File: src/rtl/bus_cycle_pkg.sv
// Shared types and widths for the bus-cycle terminator.
// The state encoding is fixed here so that checkers and debug tools see the same values.
package bus_cycle_pkg;

    localparam int WAIT_WIDTH = 4;
    localparam int TO_WIDTH   = 8;
    localparam int IDX_WIDTH  = 3;

    typedef enum logic [2:0] {
        IDLE      = 3'd0,
        COUNT     = 3'd1,
        ACK       = 3'd2,
        UNCLAIMED = 3'd3,
        BERR      = 3'd4
    } bus_state_e;

endpackage

File: src/rtl/bus_cycle_controller_if.sv
// CPU-side bus handshake and wait-count config port of the bus-cycle terminator.
// The master modport is the CPU/decoder side; the slave modport is the controller.
interface bus_cycle_controller_if
    import bus_cycle_pkg::*;
#(
    parameter int NUM_REGIONS = 4
);

    logic                   cycle_active;
    logic [NUM_REGIONS-1:0] cs;
    logic                   cfg_write;
    logic [IDX_WIDTH-1:0]   cfg_region;
    logic [WAIT_WIDTH-1:0]  cfg_wait;
    logic                   waitstate;
    logic                   bus_error;
    logic                   cycle_done;
    logic                   multi_cs_error;

    modport master (
        output cycle_active, cs, cfg_write, cfg_region, cfg_wait,
        input  waitstate, bus_error, cycle_done, multi_cs_error
    );

    modport slave (
        input  cycle_active, cs, cfg_write, cfg_region, cfg_wait,
        output waitstate, bus_error, cycle_done, multi_cs_error
    );

endinterface

File: src/rtl/region_select_encoder.sv
// Combinational chip-select priority encoder: lowest set cs bit wins.
// Also flags whether any or more than one region is selected.
module region_select_encoder
    import bus_cycle_pkg::*;
#(
    parameter int NUM_REGIONS = 4
) (
    input  logic [NUM_REGIONS-1:0] cs,
    output logic [IDX_WIDTH-1:0]   region,
    output logic                   any_hit,
    output logic                   multi_hit
);

    // Scan from the top down so the lowest set bit is the last one written.
    always_comb begin
        region = {IDX_WIDTH{1'b0}};
        for (int i = NUM_REGIONS - 1; i >= 0; i--) begin
            region = cs[i] ? IDX_WIDTH'(i) : region;
        end
    end

    // Clearing the lowest set bit leaves something only when two or more were set.
    always_comb begin
        any_hit   = |cs;
        multi_hit = (cs & (cs - {{(NUM_REGIONS-1){1'b0}}, 1'b1})) != {NUM_REGIONS{1'b0}};
    end

endmodule

File: src/rtl/bus_cycle_controller.sv
// Shared bus-cycle sequencer: applies a programmable per-region wait count to each
// claimed cycle and ends unclaimed cycles with a bus error after a timeout.
module bus_cycle_controller
    import bus_cycle_pkg::*;
#(
    parameter int                    NUM_REGIONS  = 4,
    parameter logic [WAIT_WIDTH-1:0] DEFAULT_WAIT = 4'h1,
    parameter logic [TO_WIDTH-1:0]   TIMEOUT      = 8'd255
) (
    input  logic                 clock,
    input  logic                 reset,
    bus_cycle_controller_if.slave bus
);

    bus_state_e            state_r;
    bus_state_e            state_s;
    logic [IDX_WIDTH-1:0]  region_r;
    logic [WAIT_WIDTH-1:0] target_r;
    logic [WAIT_WIDTH-1:0] wait_cnt_r;
    logic [TO_WIDTH-1:0]   to_cnt_r;
    logic [WAIT_WIDTH-1:0] wait_r [NUM_REGIONS];
    logic                  waitstate_r;
    logic                  bus_error_r;
    logic                  cycle_done_r;
    logic                  multi_cs_error_r;

    logic [IDX_WIDTH-1:0]  region_s;
    logic                  any_hit_s;
    logic                  multi_hit_s;
    logic [WAIT_WIDTH-1:0] sel_wait_s;
    logic                  cs_region_s;
    logic                  start_s;
    logic                  to_clr_s;
    logic                  cnt_inc_s;
    logic                  to_inc_s;
    logic                  done_s;

    region_select_encoder #(
        .NUM_REGIONS (NUM_REGIONS)
    ) u_encoder (
        .cs        (bus.cs),
        .region    (region_s),
        .any_hit   (any_hit_s),
        .multi_hit (multi_hit_s)
    );

    // Wait count of the newly decoded region and live cs bit of the latched region.
    always_comb begin
        sel_wait_s  = {WAIT_WIDTH{1'b0}};
        cs_region_s = 1'b0;
        for (int i = 0; i < NUM_REGIONS; i++) begin
            sel_wait_s  = (region_s == IDX_WIDTH'(i)) ? wait_r[i] : sel_wait_s;
            cs_region_s = (region_r == IDX_WIDTH'(i)) ? bus.cs[i] : cs_region_s;
        end
    end

    // Next-state and datapath control.
    always_comb begin
        state_s   = state_r;
        start_s   = 1'b0;
        to_clr_s  = 1'b0;
        cnt_inc_s = 1'b0;
        to_inc_s  = 1'b0;
        done_s    = 1'b0;
        case (state_r)
            IDLE: begin
                if (bus.cycle_active && any_hit_s) begin
                    start_s = 1'b1;
                    state_s = COUNT;
                end else if (bus.cycle_active) begin
                    to_clr_s = 1'b1;
                    state_s  = UNCLAIMED;
                end else begin
                    state_s = IDLE;
                end
            end
            COUNT: begin
                if (!bus.cycle_active || !cs_region_s) begin
                    state_s = IDLE;
                end else if (wait_cnt_r == target_r) begin
                    state_s = ACK;
                end else begin
                    cnt_inc_s = 1'b1;
                end
            end
            ACK, BERR: begin
                if (!bus.cycle_active) begin
                    state_s = IDLE;
                    done_s  = 1'b1;
                end else begin
                    state_s = state_r;
                end
            end
            UNCLAIMED: begin
                // Late decode takes priority over the timeout on the same edge.
                if (!bus.cycle_active) begin
                    state_s = IDLE;
                end else if (any_hit_s) begin
                    start_s = 1'b1;
                    state_s = COUNT;
                end else if (to_cnt_r == (TIMEOUT - 8'd1)) begin
                    state_s = BERR;
                end else begin
                    to_inc_s = 1'b1;
                end
            end
            default: begin
                state_s = IDLE;
            end
        endcase
    end

    // State, counters and registered outputs; outputs follow the state being entered.
    always_ff @(posedge clock) begin
        if (reset) begin
            state_r          <= IDLE;
            region_r         <= {IDX_WIDTH{1'b0}};
            target_r         <= {WAIT_WIDTH{1'b0}};
            wait_cnt_r       <= {WAIT_WIDTH{1'b0}};
            to_cnt_r         <= {TO_WIDTH{1'b0}};
            waitstate_r      <= 1'b1;
            bus_error_r      <= 1'b0;
            cycle_done_r     <= 1'b0;
            multi_cs_error_r <= 1'b0;
        end else begin
            state_r      <= state_s;
            waitstate_r  <= (state_s != ACK);
            bus_error_r  <= (state_s == BERR);
            cycle_done_r <= done_s;
            if (start_s) begin
                region_r   <= region_s;
                target_r   <= sel_wait_s;
                wait_cnt_r <= {WAIT_WIDTH{1'b0}};
                if (multi_hit_s) begin
                    multi_cs_error_r <= 1'b1;
                end
            end else if (cnt_inc_s) begin
                wait_cnt_r <= wait_cnt_r + 4'd1;
            end
            if (to_clr_s) begin
                to_cnt_r <= {TO_WIDTH{1'b0}};
            end else if (to_inc_s) begin
                to_cnt_r <= to_cnt_r + 8'd1;
            end
        end
    end

    // Per-region wait registers; an out-of-range index matches no entry.
    always_ff @(posedge clock) begin
        if (reset) begin
            for (int i = 0; i < NUM_REGIONS; i++) begin
                wait_r[i] <= DEFAULT_WAIT;
            end
        end else if (bus.cfg_write) begin
            for (int i = 0; i < NUM_REGIONS; i++) begin
                if (bus.cfg_region == IDX_WIDTH'(i)) begin
                    wait_r[i] <= bus.cfg_wait;
                end
            end
        end
    end

    assign bus.waitstate      = waitstate_r;
    assign bus.bus_error      = bus_error_r;
    assign bus.cycle_done     = cycle_done_r;
    assign bus.multi_cs_error = multi_cs_error_r;

endmodule

File: src/flat_wrapper.sv
// flat-port wrapper written by rule: the top's interface ports become plain ports
module bus_cycle_controller_flat import bus_cycle_pkg::*;
#(
    parameter int                    NUM_REGIONS  = 4,
    parameter logic [WAIT_WIDTH-1:0] DEFAULT_WAIT = 4'h1,
    parameter logic [TO_WIDTH-1:0]   TIMEOUT      = 8'd255
)
  (clock, reset, bus_cycle_active, bus_cs, bus_cfg_write, bus_cfg_region, bus_cfg_wait, bus_waitstate, bus_bus_error, bus_cycle_done, bus_multi_cs_error);
  bus_cycle_controller_if #(.NUM_REGIONS(NUM_REGIONS)) bus_i ();
  input  logic clock;
  input  logic reset;
  input wire logic [$bits(bus_i.cycle_active)-1:0] bus_cycle_active;
  input wire logic [$bits(bus_i.cs)-1:0] bus_cs;
  input wire logic [$bits(bus_i.cfg_write)-1:0] bus_cfg_write;
  input wire logic [$bits(bus_i.cfg_region)-1:0] bus_cfg_region;
  input wire logic [$bits(bus_i.cfg_wait)-1:0] bus_cfg_wait;
  output wire logic [$bits(bus_i.waitstate)-1:0] bus_waitstate;
  output wire logic [$bits(bus_i.bus_error)-1:0] bus_bus_error;
  output wire logic [$bits(bus_i.cycle_done)-1:0] bus_cycle_done;
  output wire logic [$bits(bus_i.multi_cs_error)-1:0] bus_multi_cs_error;
  assign bus_i.cycle_active = bus_cycle_active;
  assign bus_i.cs = bus_cs;
  assign bus_i.cfg_write = bus_cfg_write;
  assign bus_i.cfg_region = bus_cfg_region;
  assign bus_i.cfg_wait = bus_cfg_wait;
  assign bus_waitstate = bus_i.waitstate;
  assign bus_bus_error = bus_i.bus_error;
  assign bus_cycle_done = bus_i.cycle_done;
  assign bus_multi_cs_error = bus_i.multi_cs_error;
  bus_cycle_controller #(.NUM_REGIONS(NUM_REGIONS), .DEFAULT_WAIT(DEFAULT_WAIT), .TIMEOUT(TIMEOUT)) u_core (.clock(clock), .reset(reset), .bus(bus_i));
endmodule
File: config.mk
export PLATFORM = sky130hd
export DESIGN_NAME = bus_cycle_controller_flat
export DESIGN_NICKNAME = d
export VERILOG_FILES = /design/src/rtl/bus_cycle_pkg.sv /design/src/rtl/bus_cycle_controller_if.sv /design/src/rtl/region_select_encoder.sv /design/src/rtl/bus_cycle_controller.sv /design/src/flat_wrapper.sv
export SDC_FILE = /design/constraint.sdc
export NUM_CORES = 1
export LEC_CHECK = 0
export BUFFER_PORTS_ARGS = -buffer_cell sky130_fd_sc_hd__buf_2
export CORE_ASPECT_RATIO = 1.5
export CORE_MARGIN = 3
export CORE_UTILIZATION = 50
export DETAILED_ROUTE_END_ITERATION = 8
export PLACE_DENSITY = 0.67
export REMOVE_ABC_BUFFERS = 1
export SLEW_MARGIN = 30
export SYNTH_ARGS = -nofsm -noshare
export SYNTH_HDL_FRONTEND = slang
export SYNTH_HIERARCHICAL = 1
export SYNTH_SLANG_ARGS = --single-unit
File: constraint.sdc
create_clock -name clock -period 2.99 [get_ports clock]
set_input_delay 0.598 -clock clock [delete_from_list [all_inputs] [get_ports clock]]
set_output_delay 0.598 -clock clock [all_outputs]
set_load 0.01 [all_outputs]
==> results.sh <==
export IMPL_rsz0062_at_grt="no"
export IMPL_final_antenna_net_count=0
export IMPL_hold_path_class="reg2reg"
export IMPL_path_cells="buf_2 > nand2b_1 > a21oi_1 > mux4_2 > a22oi_1 > nor2_1"
export IMPL_fin_crit_ns=2.05
export IMPL_skew_ns=0.00235
export IMPL_fmax_mhz=488
export IMPL_drive_gt1_share_pct=18.6
export IMPL_synth_cell_type_count=45
export IMPL_irDropWorstVdd_uv=392
export IMPL_synth_seq_area_share_pct=48.4
export IMPL_setup_viol=0
export IMPL_cap_violations=0
export IMPL_grt_antenna_before_repair=0
export IMPL_p_total_w=0.00108
export IMPL_synth_area_mm2=0.00207
export IMPL_rows=28
export IMPL_path_max_fanout=5
export IMPL_syn_avg_cell_area_um2=10.3
export IMPL_end_kind="register"
export IMPL_post_cts_setup_buffers=0
export IMPL_die_h_um=84.8
export IMPL_clk_latency_ns=0.29
export IMPL_core_region_area_mm2=0.00396
export IMPL_track_usage_pct=19.3
export IMPL_antennaDiodeCount=0
export IMPL_ys_seq_elements=42
export IMPL_drtIter0Drc=55
export IMPL_grt_max_degree=18
export IMPL_power_leakage_nw=0.842
export IMPL_most_common_layout_cells="dfxtp_1, buf_2, nand2_1"
export IMPL_cts_sinks=42
export IMPL_root_buffer="clkbuf_8"
export IMPL_finalHoldViolations=0
export IMPL_async_flop_share_pct=0
export IMPL_die_area_mm2=0.00496
export IMPL_outcome="completed"
export IMPL_vias=1545
export IMPL_path_class="in2reg"
export IMPL_arrival_ns=2.22
export IMPL_final_cell_count_no_fill=266
export IMPL_synth_main_ff_cell="dfxtp_1"
export IMPL_cts_path_max_buffers=2
export IMPL_finalMaxSlewViolations=0
export IMPL_critPathMaxStageDelay_ns=0.58
export IMPL_hpwl_um=3370
export IMPL_die_x_um=58.5
export IMPL_final_nets=238
export IMPL_worst_slew_pin_transition_ns=0.740
export IMPL_grt_pass1_wl_um=7250
export IMPL_cp_data_required_time_ns=3.16
export IMPL_powerDensity_mw_per_mm2=476
export IMPL_synthCells=200
export IMPL_worst_setup_path_start_kind="primary input"
export IMPL_synth_edf_count=16
export IMPL_ios=19
export IMPL_area_growth_pct=9.92
export IMPL_wl_um=4280
export IMPL_yosysWarnings=6
export IMPL_portBuffers=18
export IMPL_h_tree_depth=2
export IMPL_mostFrequentLayoutCell="dfxtp_1"
export IMPL_cts_tree="yes"
export IMPL_cts_resized=0
export IMPL_drc=0
export IMPL_wl_per_cell_um=16.1
export IMPL_first_global_vias=1626
export IMPL_cts_hold_buf=0
export IMPL_fillers=361
export IMPL_routabilityCongestion=0.820
export IMPL_fin_crit_sh_pct=68.6
export IMPL_overflow=0
export IMPL_slew_limit_headroom_pct=50.3
export IMPL_clk_pin_slew_ns=0.08
export IMPL_viasPerCell=5.81
export IMPL_critPathSlowestCell="mux4_2"
export IMPL_dp_cells=258
export IMPL_setup_tns_ns=0
export IMPL_start_util_pct=52.2
export IMPL_numCtsBuffers=5
export IMPL_dr_pass1_iters=4
-- sequential cells by signal, summed over array words and instances, names as in the netlist --
register,count
u_core/bus.multi_cs_error,1
u_core/region_r,3
u_core/target_r,4
u_core/wait_cnt_r,4
u_core/wait_r,16
u_core/to_cnt_r,8
u_core/bus.bus_error,1
u_core/bus.cycle_done,1
u_core/state_r,3
u_core/bus.waitstate,1
-- logic make-up after synthesis --
| group | after synthesis | synth area share, % |
|---|---|---|
| XOR/XNOR | 8 | 3.39 |
| other | 1 | 0.181 |
| AND/OR/NAND/NOR | 82 | 21.2 |
| adder cells (fa/ha/maj) | 3 | 1.82 |
| flip-flops | 42 | 48.4 |
| buffers and inverters | 14 | 3.09 |
| AO/OA/AOI/OAI | 41 | 14.6 |
| multiplexers | 9 | 7.38 |
-- area by class of cell --
type                       count  area, um2  share of cell area [%]
clock buffer                   5       68.8                    3.03
clock inverter                 3       16.3                   0.715
inverter                       8       30.0                    1.32
multi-input combinational    144       1000                    44.1
sequential                    42       1000                    44.0
tap                           45       56.3                    2.48
timing repair buffer          19       97.6                    4.29
-- final timing paths --
check,depth (start not counted),endpoint,from,slack (ns)
setup / recovery,6,u_core/target_r[3]$_SDFFE_PP0P_,bus_cs[2],0.94
hold / removal,2,u_core/region_r[2]$_SDFFE_PP0P_,u_core/region_r[2]$_SDFFE_PP0P_,0.47
setup reg to reg,6,u_core/to_cnt_r[6]$_SDFFE_PP0P_,u_core/to_cnt_r[0]$_SDFFE_PP0P_,1.25
hold reg to reg,2,u_core/region_r[2]$_SDFFE_PP0P_,u_core/region_r[2]$_SDFFE_PP0P_,0.47
-- cell usage after synthesis, drive strengths merged (4+ instances only) --
master	n	area, um2
dfxtp	26	521
nand2	17	63.8
edfxtp	16	480
a21oi	15	78.8
nor2	13	48.8
and2	12	75.1
nand3	10	50.1
inv	8	30.0
nand2b	8	50.1
xnor2	8	70.1
a31o	5	43.8
mux4	5	113
a22oi	4	30.0
mux2i	4	40.0
nor3	4	20.0
o31ai	4	30.0
-- power breakdown --
group | switching, W | internal, W
clock | 0.000189 | 0.000159
sequential | 0.0000105 | 0.000615
combinational | 0.0000619 | 0.0000459
-- critical path, delay by kind of cell --
kind            cells  cell delay, ns
buf+inv             1            0.12
compound gates      2            0.74
mux                 1            0.58
simple gates        2            0.18
-- per-stage QoR --
step / hold slack (ns) / utilization (%) / setup slack [ns] / cell area, um2
3_5_place_dp: 0.457 / 55.3 / 0.617 / 2190
6_report: 0.469 / 57.4 / 0.939 / 2270
5_1_grt: 0.491 / 57.4 / 0.801 / 2270
2_1_floorplan: 0.431 / - / 0.947 / 2030
3_3_place_gp: 0.447 / 55.3 / 0.651 / 2190
4_1_cts: 0.469 / 57.4 / 0.925 / 2270
-- metal layers --
layer  routed length (um)  vias to the layer above  global-route usage [%]
met4                   53                        0                    6.75
met5                    0                        -                       0
met1                 1560                      748                    18.6
met3                  141                        6                    4.46
li1                     -                      764                       -
met2                 2530                       27                    37.7
(Power assumes the default switching activity.)
